[src/rtl/proc_ctrl_pkg.sv]
// Shared types and helpers for the processor run controller.
package proc_ctrl_pkg;

  typedef enum logic [1:0] {
    IDLE       = 2'd0,
    RESET_HOLD = 2'd1,
    RUN        = 2'd2,
    DONE       = 2'd3
  } state_t;

  typedef struct packed {
    logic proc_reset;
    logic proc_run;
    logic busy;
    logic done;
  } ctrl_t;

  // Bits needed to hold values 0..n; never narrower than one bit.
  function automatic int unsigned cnt_w(input int unsigned n);
    return (n < 1) ? 1 : $clog2(n + 1);
  endfunction

  function automatic ctrl_t decode(input state_t s);
    ctrl_t c;
    c = '0;
    case (s)
      IDLE:       c.proc_reset = 1'b1;
      RESET_HOLD: begin c.proc_reset = 1'b1; c.busy = 1'b1; end
      RUN:        begin c.proc_run = 1'b1; c.busy = 1'b1; end
      DONE:       c.done = 1'b1;
      default:    c.proc_reset = 1'b1;
    endcase
    return c;
  endfunction

endpackage

[src/rtl/sat_counter.sv]
// Saturating up-counter with synchronous clear and async active-low reset.
module sat_counter #(
  parameter int unsigned W = 8
) (
  input  logic         clock,
  input  logic         reset,
  input  logic         clr,
  input  logic         en,
  output logic [W-1:0] q
);

  always_ff @(posedge clock or negedge reset) begin
    if (!reset)
      q <= '0;
    else if (clr)
      q <= '0;
    else if (en && (q != '1))
      q <= q + 1'b1;
  end

endmodule

[src/rtl/proc_run_controller.sv]
// Run controller: reset-hold, bounded run, freeze, with cycle/zero counters.
// Optional build macro ZERO_HALT_EN adds a halt on ZERO_HALT_CNT consecutive zero cycles.
module proc_run_controller
  import proc_ctrl_pkg::*;
#(
  parameter int unsigned RST_CYCLES    = 2,
  parameter int unsigned MAX_CYCLES    = 22,
  parameter int unsigned CNT_W         = 16,
  parameter int unsigned ZERO_HALT_CNT = 4
) (
  input  logic             clock,
  input  logic             reset,
  input  logic             start,
  input  logic             abort,
  input  logic             zero,
  output logic             proc_reset,
  output logic             proc_run,
  output logic             busy,
  output logic             done,
  output logic             timeout,
  output logic [CNT_W-1:0] cycle_count,
  output logic [CNT_W-1:0] zero_count
);

  localparam int unsigned HW = cnt_w(RST_CYCLES);

  state_t        state, nxt;
  ctrl_t         ctrl;
  logic [HW-1:0] hold, hold_nxt;
  logic          timeout_nxt;
  logic          launch;
  logic          run_en, zero_en;
  logic          last_cycle;
  logic          zero_halt;

  assign run_en     = (state == RUN);
  assign zero_en    = run_en & zero;
  assign last_cycle = (cycle_count == CNT_W'(MAX_CYCLES - 1));

  always_comb begin
    nxt         = state;
    hold_nxt    = hold;
    timeout_nxt = timeout;
    launch      = 1'b0;
    case (state)
      IDLE, DONE: begin
        if (start) begin
          launch      = 1'b1;
          nxt         = RESET_HOLD;
          hold_nxt    = HW'(RST_CYCLES - 1);
          timeout_nxt = 1'b0;
        end
      end
      RESET_HOLD: begin
        if (abort) begin
          nxt         = DONE;
          timeout_nxt = 1'b0;
        end else if (hold == '0) begin
          nxt = RUN;
        end else begin
          hold_nxt = hold - 1'b1;
        end
      end
      RUN: begin
        // abort outranks zero-halt, which outranks timeout
        if (abort || zero_halt) begin
          nxt         = DONE;
          timeout_nxt = 1'b0;
        end else if (last_cycle) begin
          nxt         = DONE;
          timeout_nxt = 1'b1;
        end
      end
      default: nxt = IDLE;
    endcase
  end

  always_ff @(posedge clock or negedge reset) begin
    if (!reset) begin
      state   <= IDLE;
      ctrl    <= decode(IDLE);
      hold    <= '0;
      timeout <= 1'b0;
    end else begin
      state   <= nxt;
      ctrl    <= decode(nxt);
      hold    <= hold_nxt;
      timeout <= timeout_nxt;
    end
  end

  assign proc_reset = ctrl.proc_reset;
  assign proc_run   = ctrl.proc_run;
  assign busy       = ctrl.busy;
  assign done       = ctrl.done;

  sat_counter #(.W(CNT_W)) u_cycle_cnt (
    .clock (clock),
    .reset (reset),
    .clr   (launch),
    .en    (run_en),
    .q     (cycle_count)
  );

  sat_counter #(.W(CNT_W)) u_zero_cnt (
    .clock (clock),
    .reset (reset),
    .clr   (launch),
    .en    (zero_en),
    .q     (zero_count)
  );

`ifdef ZERO_HALT_EN
  localparam int unsigned ZW = cnt_w(ZERO_HALT_CNT);

  logic [ZW-1:0] streak;

  sat_counter #(.W(ZW)) u_streak_cnt (
    .clock (clock),
    .reset (reset),
    .clr   (launch | (run_en & ~zero)),
    .en    (zero_en),
    .q     (streak)
  );

  assign zero_halt = zero_en && (streak == ZW'(ZERO_HALT_CNT - 1));
`else
  // No streak logic in this build; the parameter is still referenced so overrides stay legal.
  assign zero_halt = (ZERO_HALT_CNT == 0) && 1'b0;
`endif

endmodule

[config.mk]
export PLATFORM = sky130hd
export DESIGN_NAME = proc_run_controller
export DESIGN_NICKNAME = d
export VERILOG_FILES = /design/src/rtl/proc_ctrl_pkg.sv /design/src/rtl/sat_counter.sv /design/src/rtl/proc_run_controller.sv
export SDC_FILE = /design/constraint.sdc
export NUM_CORES = 1
export LEC_CHECK = 0
export CAP_MARGIN = 30
export CORE_MARGIN = 3
export CORE_UTILIZATION = 40
export CTS_BUF_LIST = sky130_fd_sc_hd__clkbuf_8
export DETAILED_ROUTE_END_ITERATION = 10
export PLACE_DENSITY_LB_ADDON = 0.1
export SLEW_MARGIN = 0
export SYNTH_ARGS = -nofsm -noshare
export SYNTH_HDL_FRONTEND = slang
export SYNTH_SLANG_ARGS = --single-unit
[constraint.sdc]
create_clock -name clock -period 2.5 [get_ports clock]
set_input_delay 0.25 -clock clock [delete_from_list [all_inputs] [get_ports clock]]
set_output_delay 0.25 -clock clock [all_outputs]
set_load 0.03 [all_outputs]
Word-level counts from Yosys, hierarchy flattened
Cells that the tools add are included.
- register bits after elaboration: 41
- input bits: 5
- output and inout port bits: 37
- logic and storage cells: 65
- add/sub/neg operators: 3
- equality and inequality tests: 14
- mux-type cells: 25
- bitwise operators: 1
- reduce and logical (&&, ||, !) cells: 13
- operator list (cell ; count):
    $mux W16 ; 4
    $add A16 B1 Y16 const B ; 2
    $ne A16 B16 Y1 const B ; 2
    $eq A16 B5 Y1 const B ; 1
    $mux W2 ; 8
    $mux W1 ; 10
    $eq A2 B2 Y1 const B ; 4
    $ne A2 B2 Y1 const B ; 4
    $logic_not A2 Y1 ; 3
    $pmux W2 S3 ; 1
    $reduce_bool A2 Y1 ; 3
    $reduce_or A2 Y1 ; 3
    $eq A2 B1 Y1 const B ; 2
    $pmux W2 S2 ; 1
    $reduce_and A4 Y1 ; 1
    $ne A3 B2 Y1 const B ; 1
    $pmux W1 S3 ; 1
    $reduce_and A3 Y1 ; 1
    $logic_and A1 B1 Y1 ; 2
    $sub A2 B1 Y2 const B ; 1
    $and A1 B1 Y1 ; 1

Depth between registers and ports, before layout
Gate-level depths: netlist of run 1.
- depth in word-level cells: 7
- gate-level depth with buffers: 8
- mapped depth without buffers: 7

Cells and area by module
Synthesis of run 1 repeated with hierarchy kept, for this count alone.
- cells, all modules: 258
- area, all modules: 2459.9 um2
- by module, submodules not included (module ; times used ; cells each ; area each (um2) ; sequential area each (um2)):
    sat_counter ; 2 ; 98 ; 942.2 ; 400.4
    proc_run_controller ; 1 ; 62 ; 575.6 ; 226.5

Least setup slack after synthesis of run 1
No wires, ideal clock.
- path type: reg2reg
- start point: reg u_cycle_cnt.q[0]
- end point: reg u_cycle_cnt.q[6]
- library setup time: 0.078 ns
- data arrival time: 1.767 ns
- data required time: 2.422 ns
- slack: 0.655 ns
- cell stages (with the launch flop): 7
- path buffers: 0
- clock period less this slack: 1.845 ns
- cell sequence: dfrtp_1 ha_1 and2_1 nand4_2 o21ai_4 or4_1 a21oi_1
- longest elaborated chain between the ends: 3
- elaborated cells between the ends (all ways): 6
- classes of those cells: 1 x add/sub; 1 x eq/ne; 2 x mux; 2 x reduce/logical
- ends and longest elaborated chain (element ; line ; RTL):
    start: declaration ; sat_counter.sv:9 ; output logic [W-1:0] q
    start signal: assignment ; sat_counter.sv:18 ; q <= q + 1'b1;
    $add A16 B1 Y16 / $ne A16 B16 Y1 (equally long branches) ; sat_counter.sv:18, sat_counter.sv:17 ;
    $mux W16 / $logic_and A1 B1 Y1 (equally long branches) ; sat_counter.sv:17 ; else if (en && (q != '1))
    $mux W16 / $reduce_bool A2 Y1 (equally long branches) ; -- ;
Parallel ways exist; a longest one is shown, timed or not. The select of a mux whose other input is x is not followed.
A chain may end at the register's enable or synchronous reset.

Worst setup path in the final report of run 1
- start point: reg state[0]
- end point: reg u_cycle_cnt.q[13]
- longest elaborated chain between the ends: 4
- elaborated cells between the ends (all ways): 8
- classes of those cells: 2 x eq/ne; 2 x mux; 4 x reduce/logical
- ends and longest elaborated chain (element ; line ; RTL):
    start: declaration ; proc_run_controller.sv:27 ; state_t state, nxt;
    start signal: assignment ; proc_run_controller.sv:85 ; state <= nxt;
    $eq A2 B2 Y1 / $logic_not A2 Y1 (equally long branches) ; proc_run_controller.sv:45 ; case (state)
    $reduce_or A2 Y1 ; proc_run_controller.sv:45 ;
    $mux W1 ; proc_run_controller.sv:45 ;
    $mux W16 / $reduce_bool A2 Y1 (equally long branches) ; -- ;
Parallel ways exist; a longest one is shown, timed or not.

==> flow_summary.json, run 1 <==
{
  "hold_buffers": 0,
  "grt_overflow": 0,
  "cp_max_fo": 9,
  "wl_per_cell_um": 14.2,
  "p_int_mw": 1.29,
  "wl_um": 4850,
  "clkLatencyLatePin_ns": 0.29,
  "endpoint": "u_cycle_cnt.q[13]$_DFFE_PN0P_",
  "port_buffers": 41,
  "grt.total_usage_pct": 16.8,
  "ant_nets": 0,
  "fillers": 512,
  "setup_viol": 0,
  "tns_ns": 0,
  "synthArstFlopShare_pct": 100,
  "die-area_mm2": 0.00641,
  "clock.fmax_ghz": 0.513,
  "slew_viol_final": 0,
  "crit_type": "reg -> reg",
  "start_util_pct": 42.2,
  "design_area_mm2": 0.00277,
  "synth.avg_cell_area_um2": 9.67,
  "fin_ws_ns": 0.551,
  "vias": 1818,
  "die_h_um": 80.1,
  "grt_pass1_wl_um": 8360,
  "crit_start": "state[0]$_DFF_PN0_",
  "antenna_cells": 0,
  "synth_top_area_cell": "dfrtp_1",
  "r2r_setup_slack_ns": 0.55,
  "post_cts_resized": 0,
  "timing.rr.end": "u_cycle_cnt.q[13]$_DFFE_PN0P_",
  "syn_inst": 227,
  "synth.top_cell.area_share_pct": 45.6,
  "via_per_inst": 5.32,
  "status": "completed",
  "synth_area_mm2": 0.00220,
  "postCtsSetupBuffers": 0,
  "synth.distinct_cells": 42,
  "end_kind": "flop",
  "multiInputGateArea_mm2": 0.00110,
  "hold_viol": 0,
  "reg2reg_depth": 7,
  "power_switching_mw": 0.787,
  "cts_tree": "yes",
  "maxCapViolations": 0,
  "final_util_pct": 53.2,
  "syn_nets": 238,
  "rows": 26,
  "leakage_nw": 1.14,
  "cts.sinks": 41,
  "post-dp-hpwl_um": 3370,
  "worstPathRequired_ns": 2.66,
  "slew_headroom_pct": 39.9,
  "synthFlopType": "dfrtp_1",
  "synth-edff-count": 0,
  "core_mm2": 0.00520,
  "critPathMaxStageDelay_ns": 0.45,
  "clockPowerShare_pct": 22.9,
  "path_cells": "inv_1 -> ha_1 -> nand2_1 -> nor4_1 -> nand4_1 -> xor2_1 -> nor2_1",
  "ir_worst_vdd_v": 0.000602,
  "drc": 0,
  "cts_root_buf": "clkbuf_8",
  "r2r-start": "state[0]$_DFF_PN0_",
  "startpoint_type": "flop",
  "grt_max_degree": 42,
  "synth_seq_cells": 41,
  "arrival_ns": 2.11,
  "place_area_mm2": 0.00267,
  "rsz0062_at_grt": "false",
  "layout.nets": 282,
  "tightest_slew_ns": 0.902,
  "syn_to_final_growth_pct": 26.1,
  "p_comb_share_pct": 38.3,
  "post-route-min-period_ns": 1.95,
  "p_sw_share_pct": 37.9,
  "cp_slowest_cell": "nor4_1",
  "clk_pin_slew_worst_paths_ns": 0.08,
  "cts_buffers": 5,
  "cts_max_path_buffers": 2,
  "grt_pass1_vias": 1773,
  "ys_seq_area_share_pct": 46.8,
  "io_pins": 42,
  "fp.dieW_um": 80.1,
  "power_density_mw_per_mm2": 750,
  "globalplace.congestion": 0.776,
  "yosys_warnings": 0,
  "hold_class": "in -> async",
  "htreeDepth": 2,
  "dp_slack_ns": 0.583,
  "grt_antenna_before_repair": 0,
  "drive_gt1_share_pct": 6.62,
  "drt_iter0_drc": 83,
  "power_mw": 2.08,
  "register_area_mm2": 0.00103,
  "dr.pass1.iters": 4,
  "fin_skew_ns": 0.00327,
  "ys_top_cells_by_area": "dfrtp_1, xor2_1, nor2_1",
  "pwr-share-seq_pct": 38.7,
  "fin_crit_sh_pct": 77.9
}
[sequential cells by signal, indices dropped and copies added (netlist names)]
register	cells
u_zero_cnt.q	16
proc_reset	1
state	2
done	1
proc_run	1
timeout	1
hold	2
u_cycle_cnt.q	16
busy	1
[metrics by stage]
stage / cells / hold slack (ns)
finish: 342 / 0.0827
detailed placement: 334 / 0.439
CTS: 342 / 0.116
global route: 342 / 0.150
floorplan: 227 / -0.0456
global placement: 334 / 0.449
[critical path, delay by kind of cell (launching register included)]
family / cells / cell delay, ns
buffers and inverters: 1 / 0.10
flip-flops: 1 / 0.41
AND/OR/NAND/NOR: 4 / 0.81
XOR/XNOR: 1 / 0.16
adder cells (fa/ha/maj): 1 / 0.34
[synthesized netlist by cell type (all sizes together), types with 2 or more instances]
cell	instances
dfrtp	40
nor2	36
xor2	20
nand4	16
nand2	15
nand3	9
inv	8
o21ai	8
o31ai	7
a21oi	6
ha	6
nor4	6
xnor2	6
and2	4
and4	4
nor3	4
and3	3
clkbuf	3
buf	2
nand2b	2
nor4b	2
o2111ai	2
o211ai	2
or4	2
[per-layer routing]
| metal | track usage (%) | vias up | part of all wire [%] |
|---|---|---|---|
| li1 | - | 904 | - |
| met1 | 23.1 | 871 | 50 |
| met2 | 26.2 | 36 | 45 |
| met3 | 3.59 | 7 | 3.6 |
| met4 | 6.08 | 0 | 1.4 |
| met5 | 0 | - | 0 |
[worst min-delay path by stage]
stage / start / to / slack (ns) / cells after the start
6_report: reset / u_cycle_cnt.q[5]$_DFFE_PN0P_ / 0.08 / 1
5_1_grt: reset / u_cycle_cnt.q[5]$_DFFE_PN0P_ / 0.15 / 1
4_1_cts: reset / u_cycle_cnt.q[5]$_DFFE_PN0P_ / 0.12 / 1
3_5_place_dp: reset / u_cycle_cnt.q[5]$_DFFE_PN0P_ / 0.44 / 1
3_3_place_gp: reset / u_cycle_cnt.q[5]$_DFFE_PN0P_ / 0.45 / 1
2_1_floorplan: reset / busy$_DFF_PN0_ / -0.05 / 0
[layout by cell type (no fill, tap or decap), types with 3 or more instances in the layout]
cell	instances
a21oi_1	6
and3_1	3
and4_1	4
clkbuf_8	7
clkdlybuf4s50_1	40
dfrtp_1	40
ha_1	6
inv_1	8
nand2_1	15
nand3_1	9
nand4_1	15
nor2_1	36
nor3_1	4
nor4_1	6
o21ai_0	7
o31ai_1	7
xnor2_1	6
xor2_1	20
[cell families after synthesis]
group / after synthesis / share of synthesized area [%]
simple gates: 108 / 25.8
flops: 41 / 46.8
compound gates: 31 / 10.1
xor+xnor: 26 / 10.4
buf+inv: 14 / 3.02
fa+ha+maj: 6 / 3.42
mux: 1 / 0.456
[final cells by class]
class,instances,share of cell area (%)
inverter,8,1.08
sequential,41,37.1
multi-input combinational,172,39.8
timing repair buffer,43,15.2
clock inverter,1,0.181
clock buffer,7,3.48
tap,70,3.16
[power by group through the flow]
stage                     combinational (mW)  sequential (mW)  clock [mW]
after floorplan                        0.487            0.902           0
after global placement                 0.796            0.814           0
after detailed placement               0.809            0.818           0
after CTS                              0.812            0.805       0.496
after global routing                   0.899            0.818       0.528
final                                  0.796            0.804       0.476
Power figures use the tool's default switching activity.
==> run 2, diff against run 1 <==
==> constraint.sdc (replaced) <==
create_clock -name clock -period 1.55 [get_ports clock]
set_input_delay 0.155 -clock clock [delete_from_list [all_inputs] [get_ports clock]]
set_output_delay 0.155 -clock clock [all_outputs]
set_load 0.03 [all_outputs]
==> run 2 against run 1 <==
The run now ends with setup timing left. Combinational power grew to 2.6 times the previous value. Critical path depth unchanged. First-iteration DRC count grew 22%. Largest cell class unchanged. Count of clock-buffer cells in the layout is 1 lower. Wire length up 28%. Die area stayed put. Global-route usage up 2.9 points. Cell count is 21% higher. Critical endpoint is now u_zero_cnt.q[3]$_DFFE_PN0P_. Non-clock buffer count up 73. Via count rose by 20%. Sequential power is 63% higher.
==> flow_summary.json, run 2 (synthesis gave the netlist of run 1 again) <==
{
  "start_util_pct": 42.2,
  "antenna_cells": 0,
  "post-dp-hpwl_um": 4250,
  "slew_viol_final": 0,
  "layout_commonest_cell": "buf_4",
  "fin_crit_sh_pct": 110,
  "grt.total_usage_pct": 19.8,
  "dp.cells": 391,
  "cts_root_buf": "clkbuf_8",
  "grt_max_degree": 24,
  "cts.sinks": 41,
  "die-area_mm2": 0.00641,
  "grt_antenna_before_repair": 0,
  "mostFrequentLayoutCells": "buf_4, nor2_1, dlygate4sd2_1",
  "vias": 2179,
  "via_per_inst": 5.25,
  "crit_family": "flip-flops",
  "setup_viol": 26,
  "clkLatencyLatePin_ns": 0.30,
  "globalplace.congestion": 0.846,
  "power_density_mw_per_mm2": 1180,
  "tightest_slew_ns": 0.392,
  "cp_slowest_cell": "dfrtp_2",
  "startpoint_type": "flop",
  "fp.dieW_um": 80.1,
  "cp_num_cells": 7,
  "design_area_mm2": 0.00365,
  "grt_pass1_vias": 2115,
  "crit_buf_inv": 1,
  "hold_viol": 0,
  "reg.largest.list": "u_cycle_cnt.q x16, u_zero_cnt.q x16",
  "htreeDepth": 2,
  "critPathMaxStageDelay_ns": 0.40,
  "cp_max_fo": 6,
  "die_h_um": 80.1,
  "maxCapViolations": 0,
  "cts_max_path_buffers": 2,
  "grt_overflow": 0,
  "final_cells": 415,
  "cts_buffers": 5,
  "grt_pass1_wl_um": 9980,
  "post-route-min-period_ns": 1.70,
  "tns_ns": -1.49,
  "rsz0062_at_grt": "true",
  "wl_per_cell_um": 15.0,
  "worst_path_most_repeated_cell": "nand4_1",
  "wl_um": 6230,
  "core_mm2": 0.00520,
  "rows": 26,
  "syn_to_final_growth_pct": 66.4,
  "hold_class": "in -> async",
  "slew_headroom_pct": 73.7,
  "reg2reg_depth": 7,
  "layout.nets": 355,
  "fin_ws_ns": -0.152,
  "path_cells": "ha_4 -> nand4_1 -> o41a_1 -> buf_6 -> nand4_1 -> xor2_1 -> nor2_1",
  "clk_pin_slew_worst_paths_ns": 0.09,
  "leakage_nw": 1.75,
  "port_buffers": 41,
  "place_area_mm2": 0.00324,
  "ir_worst_vdd_v": 0.00127,
  "arrival_ns": 1.89,
  "status": "complete, but fails checks",
  "cts_tree": "yes",
  "drive_gt1_share_pct": 44.3,
  "io_pins": 42,
  "drt_iter0_drc": 101,
  "dr.pass1.iters": 4,
  "worstPathRequired_ns": 1.74,
  "drc": 0,
  "end_kind": "flop",
  "fin_skew_ns": 0.00728,
  "crit_type": "reg -> reg",
  "clock.fmax_ghz": 0.588,
  "violations": "setup timing",
  "ant_nets": 0
}
-- run 2: changes by cell type in the layout (fill, tap and decap cells not counted), sizes merged --
cell / change
clkinvlp: +1
dlymetal6s2s: +1
buf: +72
clkdlybuf4s50: -33
clkinv: -1
dlygate4sd3: +1
dlygate4sd2: +31
bufinv: +1
-- run 2: cell type report --
cell class	instances	area, um2
Clock buffer	6	82.6
Tap cell	70	87.6
Timing Repair Buffer	116	958
Inverter	8	30.0
Clock inverter	2	37.5
Multi-Input combinational cell	172	1400
Sequential cell	41	1060
Fill cell	426	1550
-- run 2: path summary, 6_finish.rpt --
| kind | from | endpoint | slack, ns |
|---|---|---|---|
| max | u_zero_cnt.q[0]$_DFFE_PN0P_ | u_zero_cnt.q[3]$_DFFE_PN0P_ | -0.15 |
| min | reset | u_cycle_cnt.q[6]$_DFFE_PN0P_ | 0.36 |
| max reg2reg | u_zero_cnt.q[0]$_DFFE_PN0P_ | u_zero_cnt.q[3]$_DFFE_PN0P_ | -0.15 |
| min reg2reg | hold[1]$_DFFE_PN0P_ | hold[1]$_DFFE_PN0P_ | 0.55 |
| max in group asynchronous | reset | u_zero_cnt.q[9]$_DFFE_PN0P_ | 0.92 |
| min in group clock | hold[1]$_DFFE_PN0P_ | hold[1]$_DFFE_PN0P_ | 0.55 |
-- run 2: layer usage --
layer / up-vias / track usage [%] / part of all wire (%)
met5: - / 0 / 0
met4: 0 / 5.57 / 1.2
met3: 9 / 3.92 / 4.3
met2: 50 / 32.9 / 49
met1: 1066 / 26.0 / 46
li1: 1054 / - / -
-- run 2: worst reg2reg max path: cells and delay by family (launching register included) --
kind            cells  cell delay, ns
buf+inv             1            0.17
flops               1            0.40
compound gates      1            0.40
xor+xnor            1            0.21
simple gates        3            0.27
fa+ha+maj           1            0.14
-- run 2: power by group --
group	switching (mW)	internal, mW
Clock	0.398	0.524
Combinational	1.13	0.968
Sequential	0.0946	1.21
-- run 2: repair_timing --
action                     in CTS  in global routing
setup buffers                   3                 11
hold buffers                    1                  0
hold endpoints to repair       40                  0
setup endpoints to repair      52                 39
pin swaps                      23                 25
gates cloned                    1                  0
resized for setup              49                 34
-- run 2: per-stage QoR --
step | power [mW] | hold slack [ns] | setup slack, ns | util [%]
floorplan | 2.52 | -0.141 | -0.146 | -
global placement | 3.11 | 0.147 | -0.108 | 62.2
detailed placement | 3.14 | 0.146 | -0.124 | 62.2
CTS | 4.10 | 0.367 | -0.163 | 65.9
global route | 4.61 | 0.381 | -0.256 | 70.2
finish | 4.32 | 0.356 | -0.152 | 70.2
==> run 3, diff against run 2 <==
--- a/config.mk
+++ b/config.mk
@@ -6,8 +6,10 @@
 export NUM_CORES = 1
 export LEC_CHECK = 0
 export CAP_MARGIN = 30
+export CELL_PAD_IN_SITES_DETAIL_PLACEMENT = 0
+export CELL_PAD_IN_SITES_GLOBAL_PLACEMENT = 1
 export CORE_MARGIN = 3
-export CORE_UTILIZATION = 40
+export CORE_UTILIZATION = 37
 export CTS_BUF_LIST = sky130_fd_sc_hd__clkbuf_8
 export DETAILED_ROUTE_END_ITERATION = 10
 export PLACE_DENSITY_LB_ADDON = 0.1
==> constraint.sdc (replaced) <==
create_clock -name clock -period 1.5 [get_ports clock]
set_input_delay 0.15 -clock clock [delete_from_list [all_inputs] [get_ports clock]]
set_output_delay 0.15 -clock clock [all_outputs]
set_load 0.03 [all_outputs]
==> run 3 against run 2 <==
The flow still finishes with violations (setup timing). Critical endpoint is now u_zero_cnt.q[15]$_DFFE_PN0P_. Utilization fell by 1.3 points. First-iteration DRC count is 43% lower. Sequential share of layout area shrank 1.6 points. Largest cell class unchanged. Critical path depth is 1 higher. Count of clock-buffer cells in the layout shrank 1.
==> flow_summary.json, run 3 (synthesis gave the netlist of run 1 again) <==
{
  "status": "complete, but fails checks",
  "violations": "setup timing",
  "fin_ws_ns": -0.164,
  "setup_viol": 29,
  "wl_met2_um": 3190,
  "routed.top_layer": "met4",
  "post-dp-hpwl_um": 4250,
  "final_cells": 428,
  "syn_to_final_growth_pct": 76.0,
  "cts_root_buf": "clkbuf_8",
  "antenna_cells": 0,
  "vias": 2190,
  "hold_viol": 0,
  "via_per_inst": 5.12,
  "die-area_mm2": 0.00689,
  "wl_um": 6360,
  "rows": 27,
  "crit_type": "reg -> reg",
  "cts_buffers": 5,
  "drive_gt1_share_pct": 49.2,
  "grt_antenna_before_repair": 0,
  "power_density_mw_per_mm2": 1200,
  "layout_commonest_cell": "buf_4",
  "drc": 0,
  "dp_slack_ns": -0.242,
  "fp.dieW_um": 83.0,
  "cts.sinks": 41,
  "cp_slowest_cell": "dfrtp_1",
  "leakage_nw": 1.87,
  "cp_max_fo": 4,
  "grt_overflow": 0,
  "design_area_mm2": 0.00386,
  "grt_pass1_wl_um": 10500,
  "grt_pass1_vias": 2216,
  "post-route-min-period_ns": 1.66,
  "fillers": 466,
  "fin_skew_ns": 0.00618,
  "rsz0062_at_grt": "true",
  "clkLatencyLatePin_ns": 0.29,
  "clock.fmax_ghz": 0.601,
  "ant_nets": 0,
  "ir_worst_vdd_v": 0.00108,
  "end_kind": "flop",
  "port_buffers": 41,
  "slew_headroom_pct": 73.4,
  "layout.nets": 366,
  "drt_iter0_drc": 58,
  "io_pins": 42,
  "cts_tree": "yes",
  "cts_max_path_buffers": 2,
  "maxCapViolations": 0,
  "final_util_pct": 68.9,
  "tns_ns": -2.67,
  "hold_class": "in -> async",
  "grt_max_degree": 42,
  "met3RoutedLength_um": 264,
  "arrival_ns": 1.85,
  "reg.largest.list": "u_cycle_cnt.q x16, u_zero_cnt.q x16",
  "crit_buf_inv": 2,
  "crit_family": "flip-flops",
  "htreeDepth": 2,
  "startpoint_type": "flop",
  "dr.pass1.iters": 4,
  "slew_viol_final": 0,
  "wl_met1_um": 2830,
  "die_h_um": 83.0,
  "core_mm2": 0.00561,
  "dp.cells": 402,
  "place_area_mm2": 0.00335,
  "grt.total_usage_pct": 18.5,
  "globalplace.congestion": 0.885,
  "clk_pin_slew_worst_paths_ns": 0.08,
  "fin_crit_sh_pct": 111,
  "timing.hold.ws_ns": 0.350,
  "critPathMaxStageDelay_ns": 0.40,
  "start_util_pct": 39.2,
  "wl_per_cell_um": 14.9,
  "worstPathRequired_ns": 1.68,
  "mostFrequentLayoutCells": "buf_4, nor2_1, dlygate4sd2_1",
  "tightest_slew_ns": 0.395,
  "path_cells": "inv_2 -> ha_4 -> and2_4 -> o41a_1 -> buf_4 -> nand4_1 -> xor2_1 -> nor2_1",
  "power_mw": 4.62
}
[run 3: area by class of cell]
cell class	count	area, um2	share of cell area, %
multi-input combinational	172	1490	38.5
timing repair buffer	127	1090	28.2
sequential	41	1060	27.4
tap	72	90.1	2.33
clock buffer	5	68.8	1.78
clock inverter	3	42.5	1.10
inverter	8	30.0	0.777
[run 3: worst paths after layout]
check	startpoint	endpoint	slack (ns)	depth (start not counted)
min reg2reg	hold[1]$_DFFE_PN0P_	hold[1]$_DFFE_PN0P_	0.55	2
min in group clock	hold[1]$_DFFE_PN0P_	hold[1]$_DFFE_PN0P_	0.55	2
min	reset	u_cycle_cnt.q[4]$_DFFE_PN0P_	0.35	3
max reg2reg	state[0]$_DFF_PN0_	u_zero_cnt.q[15]$_DFFE_PN0P_	-0.16	8
max	state[0]$_DFF_PN0_	u_zero_cnt.q[15]$_DFFE_PN0P_	-0.16	8
max in group asynchronous	reset	proc_reset$_DFF_PN1_	0.88	3
[run 3: repair_timing]
action                                  in CTS  in global routing
endpoints found under the setup margin      63                 44
hold endpoints to repair                    40                  0
setup buffers                                8                  8
resized for setup                           65                 44
pin swaps                                   32                 27
hold buffers                                 1                  0
gates cloned                                 1                  0
[run 3: worst min-delay path: cells and delay by family]
kind	cells	cell delay (ns)
buf+inv	3	0.86
[run 3: where the power goes]
part / switching, mW / total (mW) / internal, mW
Combinational: 1.26 / 2.38 / 1.13
Sequential: 0.0913 / 1.35 / 1.25
Clock: 0.397 / 0.890 / 0.493
Total: 1.74 / 4.62 / 2.87
[run 3: routing by layer]
metal | up-vias | global-route usage, %
met2 | 50 | 30.2
met1 | 1061 | 24.8
met4 | 0 | 4.90
met5 | - | 0
li1 | 1073 | -
met3 | 6 | 4.07
